==> src/rtl/blackparrot_fpga_host_mmio_serializer.sv <==
// Serializes decoded BP MMIO requests into 32b words held in a circular buffer
// that the host drains through the out-buffer data/count CSRs.
module blackparrot_fpga_host_mmio_serializer #(
    parameter int addr_width_p = 64,
    parameter int data_width_p = 64,
    parameter int word_width_p = 32,
    parameter int els_p        = 64
) (
    input  logic                    clk_i,
    input  logic                    reset_i,
    input  logic                    req_v_i,
    output logic                    req_ready_and_o,
    input  logic                    req_we_i,
    input  logic [1:0]              req_size_i,
    input  logic [addr_width_p-1:0] req_addr_i,
    input  logic [data_width_p-1:0] req_data_i,
    output logic                    word_v_o,
    output logic [word_width_p-1:0] word_o,
    input  logic                    word_yumi_i,
    output logic                    count_v_o,
    output logic [word_width_p-1:0] count_o,
    input  logic                    count_yumi_i
);
    localparam int ptr_w_lp = $clog2(els_p);
    localparam int cnt_w_lp = $clog2(els_p + 1);

    typedef enum logic {IDLE, EMIT} state_e;

    state_e                    state_q, state_d;
    logic                      we_q, we_d;
    logic [1:0]                size_q, size_d;
    logic [addr_width_p-1:0]   addr_q, addr_d;
    logic [data_width_p-1:0]   data_q, data_d;
    logic [2:0]                idx_q, idx_d;
    logic [ptr_w_lp-1:0]       wptr_q, wptr_d, rptr_q, rptr_d;
    logic [cnt_w_lp-1:0]       count_q, count_d;
    logic [word_width_p-1:0]   mem_q [els_p];

    logic                      full, push, pop, req_fire;
    logic [2:0]                n_words;
    logic [word_width_p-1:0]   word_mux;
    logic [data_width_p-1:0]   size_mask;
    logic                      unused_count_yumi;

    // The count CSR read has no side effect, so its acknowledge is ignored.
    assign unused_count_yumi = count_yumi_i;

    assign req_ready_and_o = (state_q == IDLE) && !reset_i;
    assign count_v_o       = !reset_i;
    assign req_fire        = req_v_i && req_ready_and_o;
    assign full            = (count_q == cnt_w_lp'(els_p));
    assign push            = (state_q == EMIT) && !full;
    assign pop             = word_yumi_i && (count_q != '0);
    assign word_v_o        = (count_q != '0);
    assign word_o          = mem_q[rptr_q];
    assign count_o         = word_width_p'(count_q);
    assign n_words         = !we_q ? 3'd3 : ((size_q == 2'd3) ? 3'd5 : 3'd4);

    always_comb begin
        case (req_size_i)
            2'd0:    size_mask = 64'h0000_0000_0000_00FF;
            2'd1:    size_mask = 64'h0000_0000_0000_FFFF;
            2'd2:    size_mask = 64'h0000_0000_FFFF_FFFF;
            default: size_mask = 64'hFFFF_FFFF_FFFF_FFFF;
        endcase
    end

    always_comb begin
        case (idx_q)
            3'd0:    word_mux = {we_q, size_q, 26'b0, n_words};
            3'd1:    word_mux = addr_q[31:0];
            3'd2:    word_mux = addr_q[63:32];
            3'd3:    word_mux = data_q[31:0];
            default: word_mux = data_q[63:32];
        endcase
    end

    always_comb begin
        state_d = state_q;
        we_d    = we_q;
        size_d  = size_q;
        addr_d  = addr_q;
        data_d  = data_q;
        idx_d   = idx_q;
        wptr_d  = wptr_q;
        rptr_d  = rptr_q;
        count_d = count_q;
        case (state_q)
            IDLE: begin
                if (req_fire) begin
                    we_d    = req_we_i;
                    size_d  = req_size_i;
                    addr_d  = req_addr_i;
                    data_d  = req_data_i & size_mask;
                    idx_d   = 3'd0;
                    state_d = EMIT;
                end
            end
            default: begin
                // A full buffer holds the index so the stalled word is retried.
                if (push) begin
                    idx_d = idx_q + 3'd1;
                    if (idx_q == n_words - 3'd1) state_d = IDLE;
                end
            end
        endcase
        if (push) wptr_d = wptr_q + ptr_w_lp'(1);
        if (pop)  rptr_d = rptr_q + ptr_w_lp'(1);
        case ({push, pop})
            2'b10:   count_d = count_q + cnt_w_lp'(1);
            2'b01:   count_d = count_q - cnt_w_lp'(1);
            default: count_d = count_q;
        endcase
    end

    always_ff @(posedge clk_i or posedge reset_i) begin
        if (reset_i) begin
            state_q <= IDLE;
            we_q    <= 1'b0;
            size_q  <= 2'd0;
            addr_q  <= '0;
            data_q  <= '0;
            idx_q   <= 3'd0;
            wptr_q  <= '0;
            rptr_q  <= '0;
            count_q <= '0;
        end else begin
            state_q <= state_d;
            we_q    <= we_d;
            size_q  <= size_d;
            addr_q  <= addr_d;
            data_q  <= data_d;
            idx_q   <= idx_d;
            wptr_q  <= wptr_d;
            rptr_q  <= rptr_d;
            count_q <= count_d;
        end
    end

    // Storage needs no reset: occupancy is tracked solely by count_q.
    always_ff @(posedge clk_i) begin
        if (push) mem_q[wptr_q] <= word_mux;
    end

    no_pop_when_empty: assert property (@(posedge clk_i) disable iff (reset_i)
        word_yumi_i |-> word_v_o);

endmodule
==> config.mk <==
export PLATFORM = sky130hd
export DESIGN_NAME = blackparrot_fpga_host_mmio_serializer
export DESIGN_NICKNAME = d
export VERILOG_FILES = /design/src/rtl/blackparrot_fpga_host_mmio_serializer.sv
export SDC_FILE = /design/constraint.sdc
export NUM_CORES = 2
export LEC_CHECK = 0
export ABC_CLOCK_PERIOD_IN_PS = 4170
export CORE_ASPECT_RATIO = 0.5
export CORE_UTILIZATION = 25
export DETAILED_ROUTE_END_ITERATION = 10
export GPL_TIMING_DRIVEN = 1
export HOLD_SLACK_MARGIN = 0.06
export PLACE_DENSITY_LB_ADDON = 0.15
export SETUP_SLACK_MARGIN = 0.05
export SLEW_MARGIN = 40
export SYNTH_ARGS = -nofsm -noshare
export SYNTH_HDL_FRONTEND = slang
export SYNTH_SLANG_ARGS = --single-unit
==> constraint.sdc <==
create_clock -name clk_i -period 4.17 [get_ports clk_i]
set_input_delay 0.417 -clock clk_i [delete_from_list [all_inputs] [get_ports clk_i]]
set_output_delay 0.417 -clock clk_i [all_outputs]
set_load 0.02 [all_outputs]
Yosys cells after proc, flatten, opt, wreduce, memory -nomap -nowiden
Memory sizes are Yosys's and may differ from the RTL's.
Cells that the tools add are included.
{"block": "word_totals", "regBits": 154, "latchBits": 0, "ram_bits": 2048, "romBits": 0, "output_inout_bits": 67, "mem_count": 1}
{"name": "mem_q", "depth": 64, "word_bits": 32, "read_ports": 1, "rd_ports_with_merged_regs": 0, "wr": 1, "line_no": "37", "source": "logic [word_width_p-1:0] mem_q [els_p];"}
{"block": "classes", "n_addsub": 6, "multipliers": 0, "div": 0, "magnitude_cmp": 0, "n_eq_ne": 11, "shift": 0, "n_mux": 14, "n_bitwise": 2, "reduce_logical": 13}
{"cell": "64-bit one-hot mux with 3 select lines", "count": 1}
{"cell": "32-bit one-hot mux with 4 select lines", "count": 1}
{"cell": "64-bit bitwise AND", "count": 1}
{"cell": "7-bit one-hot mux with 2 select lines", "count": 1}
{"cell": "6-bit by 1-bit adder with 6-bit output (second input constant)", "count": 2}
{"cell": "3-bit two-way mux", "count": 4}
{"cell": "7-bit by 1-bit adder with 7-bit output (second input constant)", "count": 1}
{"cell": "7-bit == test (second input constant)", "count": 1}
{"cell": "1-bit two-way mux", "count": 7}
{"cell": "7-bit nonzero test", "count": 1}
{"cell": "7-bit by 1-bit subtractor with 7-bit output (second input constant)", "count": 1}
{"cell": "2-bit == test (second input constant)", "count": 3}
{"cell": "3-bit by 2-bit == test with 1-bit output (second input constant)", "count": 2}
{"cell": "2-bit by 1-bit == test with 1-bit output (second input constant)", "count": 2}
{"cell": "1-bit logical AND", "count": 4}
{"cell": "2-bit AND reduction", "count": 2}
{"cell": "2-bit nonzero test", "count": 2}
{"cell": "3-bit by 1-bit adder with 3-bit output (second input constant)", "count": 1}
{"cell": "3-bit by 1-bit == test with 1-bit output (second input constant)", "count": 1}
{"cell": "3-bit == test", "count": 1}
{"cell": "3-bit logical NOT", "count": 1}
{"cell": "3-bit by 1-bit subtractor with 3-bit output (second input constant)", "count": 1}
{"cell": "1-bit logical NOT", "count": 2}
{"cell": "2-bit logical NOT", "count": 1}
{"cell": "2 further kinds", "count": 2}

Logic depth before layout (Yosys ltp)
{"block": "depth", "depth_word": 8, "mapped_depth": 13, "depth_no_buf": 12}

Worst setup path before layout
No wires, ideal clock.
{"block": "synth_timing", "path_type": "flip-flop to flip-flop", "from": "reg idx_q[1]", "to": "mem mem_q[0][0] (data pin)", "arrival_time_ps": 3526, "path_slack_ps": 56, "path_stages_with_launch": 8, "n_path_buf": 2, "cell_sequence": "dfrtp_1 inv_1 ha_1 nor2b_1 clkbuf_1 clkbuf_1 a222oi_1 a31oi_1"}
{"block": "synth_via", "elab_chain_cells": 2, "word_cells_on_any_way": 5}
{"item": "start: declaration", "line_no": "34", "source": "logic [2:0] idx_q, idx_d;"}
{"item": "start signal: assignment", "line_no": "133", "source": "idx_q <= idx_d;"}
{"item": "3-bit by 2-bit == test with 1-bit output, or another cell as far along", "line_no": "69", "source": "case (idx_q)"}
{"item": "32-bit one-hot mux with 4 select lines (*)", "line_no": "69"}
{"item": "via word_mux[0]", "line_no": "41", "source": "logic [word_width_p-1:0] word_mux;"}
{"item": "end: declaration", "line_no": "37"}
The timed path passes the listed nets; every way through them passes the cells marked *.

Final worst setup path
{"block": "layout_timing", "from": "reg rptr_q[0]", "to": "out word_o[1]"}
{"block": "layout_via", "elab_chain_cells": 1}
{"item": "start: declaration", "line_no": "35", "source": "logic [ptr_w_lp-1:0] wptr_q, wptr_d, rptr_q, rptr_d;"}
{"item": "start signal: assignment", "line_no": "135", "source": "rptr_q <= rptr_d;"}
{"item": "memory 64 x 32 bit"}
{"item": "end: declaration", "line_no": "18", "source": "output logic [word_width_p-1:0] word_o,"}
Every way passes these cells.

==> results.cfg <==
[place]
dp_hpwl_mm = 161
placed_cells = 8891
gp_congestion = 0.744
portBuffers = 176

[global_route]
grt_pass1_vias = 46400
grt_pass1_wl_mm = 383
grt_usage_pct = 15.8
antenna_found_initial = 28
grt_max_degree = 124
gr-total-overflow = 0

[critical_path]
crit_arrival_ps = 3750
crit_path_cell_trace = buf_4 -> buf_12 -> buf_16 -> mux4_2 -> mux4_2 -> o211ai_4 -> o31ai_2 -> buf_4
crit_type = reg -> out
cpMaxStageDelayCell = mux4_2
end_kind = output port
start_kind = register
crit_required_ps = 3750
cp_slowest_stage_delay_ps = 670
path_max_fanout = 12

[route]
routed_wl_mm = 280
viasPerCell = 4.68
ant_nets = 0
wire_per_inst_um = 29.6
vias = 44100
drc = 0
drt_iter0_markers = 3979
dr.pass1.iters = 6

[yosys]
synth_enable_flop_cells = 2048
yosysWarnings = 0
synth_area_um2 = 85700
async_reset_ff_share_pct = 6.99
synth_area_leaders = edfxtp_1 (72%), mux4_2 (13%), dfrtp_1 (4.5%)
postSynthAreaPerCell_um2 = 20.8
synth_top_area_cell = edfxtp_1
synth_cell_types = 56
ys_ff_latch = 2202
synthCells = 4117
yosys.area.top_type_share_pct = 71.7
seq_area_frac_synth_pct = 76.2
synthFlopType = edfxtp_1

[sta]
setup_viol = 0
maxSlewHeadroom_pct = 40.1
fmax_mhz = 240
final_hold_viol_count = 0
drv_slew = 0
fin_tns_setup_ps = 0
rsz0062_at_grt = true
fin_crit_ps = 4170
worstMarginPinSlew_ps = 898
fin_crit_sh_pct = 100
fin_worst_skew_ps = 112

[clock_network]
cts-root-buf = clkbuf_16
clk-insertion-delay-late_ps = 930
cts_max_path_buffers = 4
numCtsBuffers = 226
cts.sinks = 2202
cts_tree = done
htree_levels = 4
clkTransAtPathRegs_ps = 60

[final_layout]
multiInputGateArea_um2 = 20700
regArea_um2 = 65400
syn_to_final_growth_pct = 24.3
instances_no_fill = 9428
nNetsFinal = 4872
final_util_pct = 31.4
drive_above_1_share_pct = 33.2
final.fill_count = 32500

[floorplanning]
coreArea_um2 = 340000
rows = 151
die_h_um = 416
ios = 203
die_width_um = 830
initial_utilization_pct = 25.2
dieArea_um2 = 345000

[power]
power_density_nw_per_um2 = 900
power.leakage_nw = 34.3
power_mw = 95.9
ir_worst_vdd_mv = 0.911

[worst_hold_path]
worstHoldPathType = in -> reg

[job]
cap_violations = 0

[status]
status = finished, final reports clean
-- power by group --
group	switching [mW]	internal, mW
clock network	8.77	11.5
logic	26.2	14.3
registers	0.869	34.4
total	35.8	60.1
-- placed cells by master (no fill, tap or decap), drive strengths merged, types with 8 or more instances in the layout --
master         instances
nor3                   8
nand2                180
a22oi                 39
clkinv               112
a221oi                23
mux2i                204
dfrtp                154
clkdlybuf4s50        144
a211oi                14
o21a                   9
o211ai                 9
o22ai                 24
nor2b                 13
o221ai                27
a21oi                 85
nand3b                 8
conb                  25
clkbuf               275
edfxtp              2048
nor2                 144
nand3                 25
o32ai                 10
o21ai                 90
bufinv                23
buf                  461
inv                   25
mux4                 477
mux2                 105
a221o                 13
a2111oi               12
a222oi                32
ha                    13
xnor2                 11
diode                 10
-- flip-flops by register name, indices dropped and copies added, names as in the netlist --
signal and flops:
mem_q 2048, addr_q 64, data_q 64, count_q 7, rptr_q 6, wptr_q 6
idx_q 3, size_q 2, state_q 1, we_q 1
-- path summary, 6_finish.rpt --
kind | from | endpoint | slack (ps) | cells after the start
setup / recovery | rptr_q[0] | word_o[1] | 0.3 | 8
hold / removal | req_data_i[51] | data_q[51] | 130 | 3
setup reg to reg | count_q[4] | mem_q[31][17] | 680 | 6
hold reg to reg | data_q[51] | data_q[51] | 480 | 2
max in group asynchronous | reset_i | addr_q[17] | 2650 | 5
min in group asynchronous | reset_i | wptr_q[5] | 300 | 3
-- layer usage --
| layer | vias up | wire [um] | track usage (%) | share of wire [%] |
|---|---|---|---|---|
| met3 | 310 | 14500 | 2.44 | 5.2 |
| met2 | 1098 | 133000 | 25.9 | 47 |
| li1 | 18300 | - | - | - |
| met5 | - | 89 | 0 | 0.032 |
| met1 | 24400 | 127000 | 22.5 | 46 |
| met4 | 14 | 5020 | 2.92 | 1.8 |
-- stage by stage --
step | area, um2 | setup WS [ps] | hold WS [ps]
after floorplan | 85800 | 55.9 | 449
after global placement | 96200 | 265 | 461
after detailed placement | 96400 | 253 | 470
after CTS | 106000 | -130 | 65.4
after global routing | 107000 | -63.2 | 101
final | 107000 | 0.316 | 131
-- synth_stat cells (28+ instances only) --
cell	n
mux2i_1	204
edfxtp_1	2048
buf_6	32
mux2_2	105
clkbuf_1	111
nor2_1	144
o21ai_0	90
buf_2	41
buf_4	54
a222oi_1	32
mux4_2	477
a22oi_1	39
dfrtp_1	154
nand2_1	180
buf_1	28
a21oi_1	85
-- critical path, delay by kind of cell, from the launching register on --
family	cells	cell delay, ps
DFF	1	450
AOI/OAI and AO/OA	2	480
muxes	2	1180
buffers and inverters	4	670
-- final cells by class --
cell class,count,share of cell area [%]
antenna,10,0.0235
clock buffer,268,5.54
clock inverter,143,1.19
inverter,19,0.0704
multi-input combinational,1654,19.4
sequential,2202,61.3
tap,4513,5.30
timing repair buffer,619,7.11
-- repair_timing --
item                                    4_1_cts  5_1_grt
endpoints found under the hold margin         1        0
gates resized for setup                     251       77
setup buffers                                68       16
endpoints found under the setup margin       32       29
cloned                                       18        7
hold buffers                                  1        0
pin swaps                                    28       23
-- cell families after synthesis --
kind of cell	count (synthesis)	share of synthesized area, %
adders and majority gates	14	0.213
DFF	2202	76.2
other	1	0.00437
xor gates and xnor gates	14	0.143
muxes	786	16.3
and+or+nand+nor	407	2.00
AOI/OAI and AO/OA	408	3.29
buffers and inverters	285	1.82
Note: power is estimated with default switching activity, not from simulation.
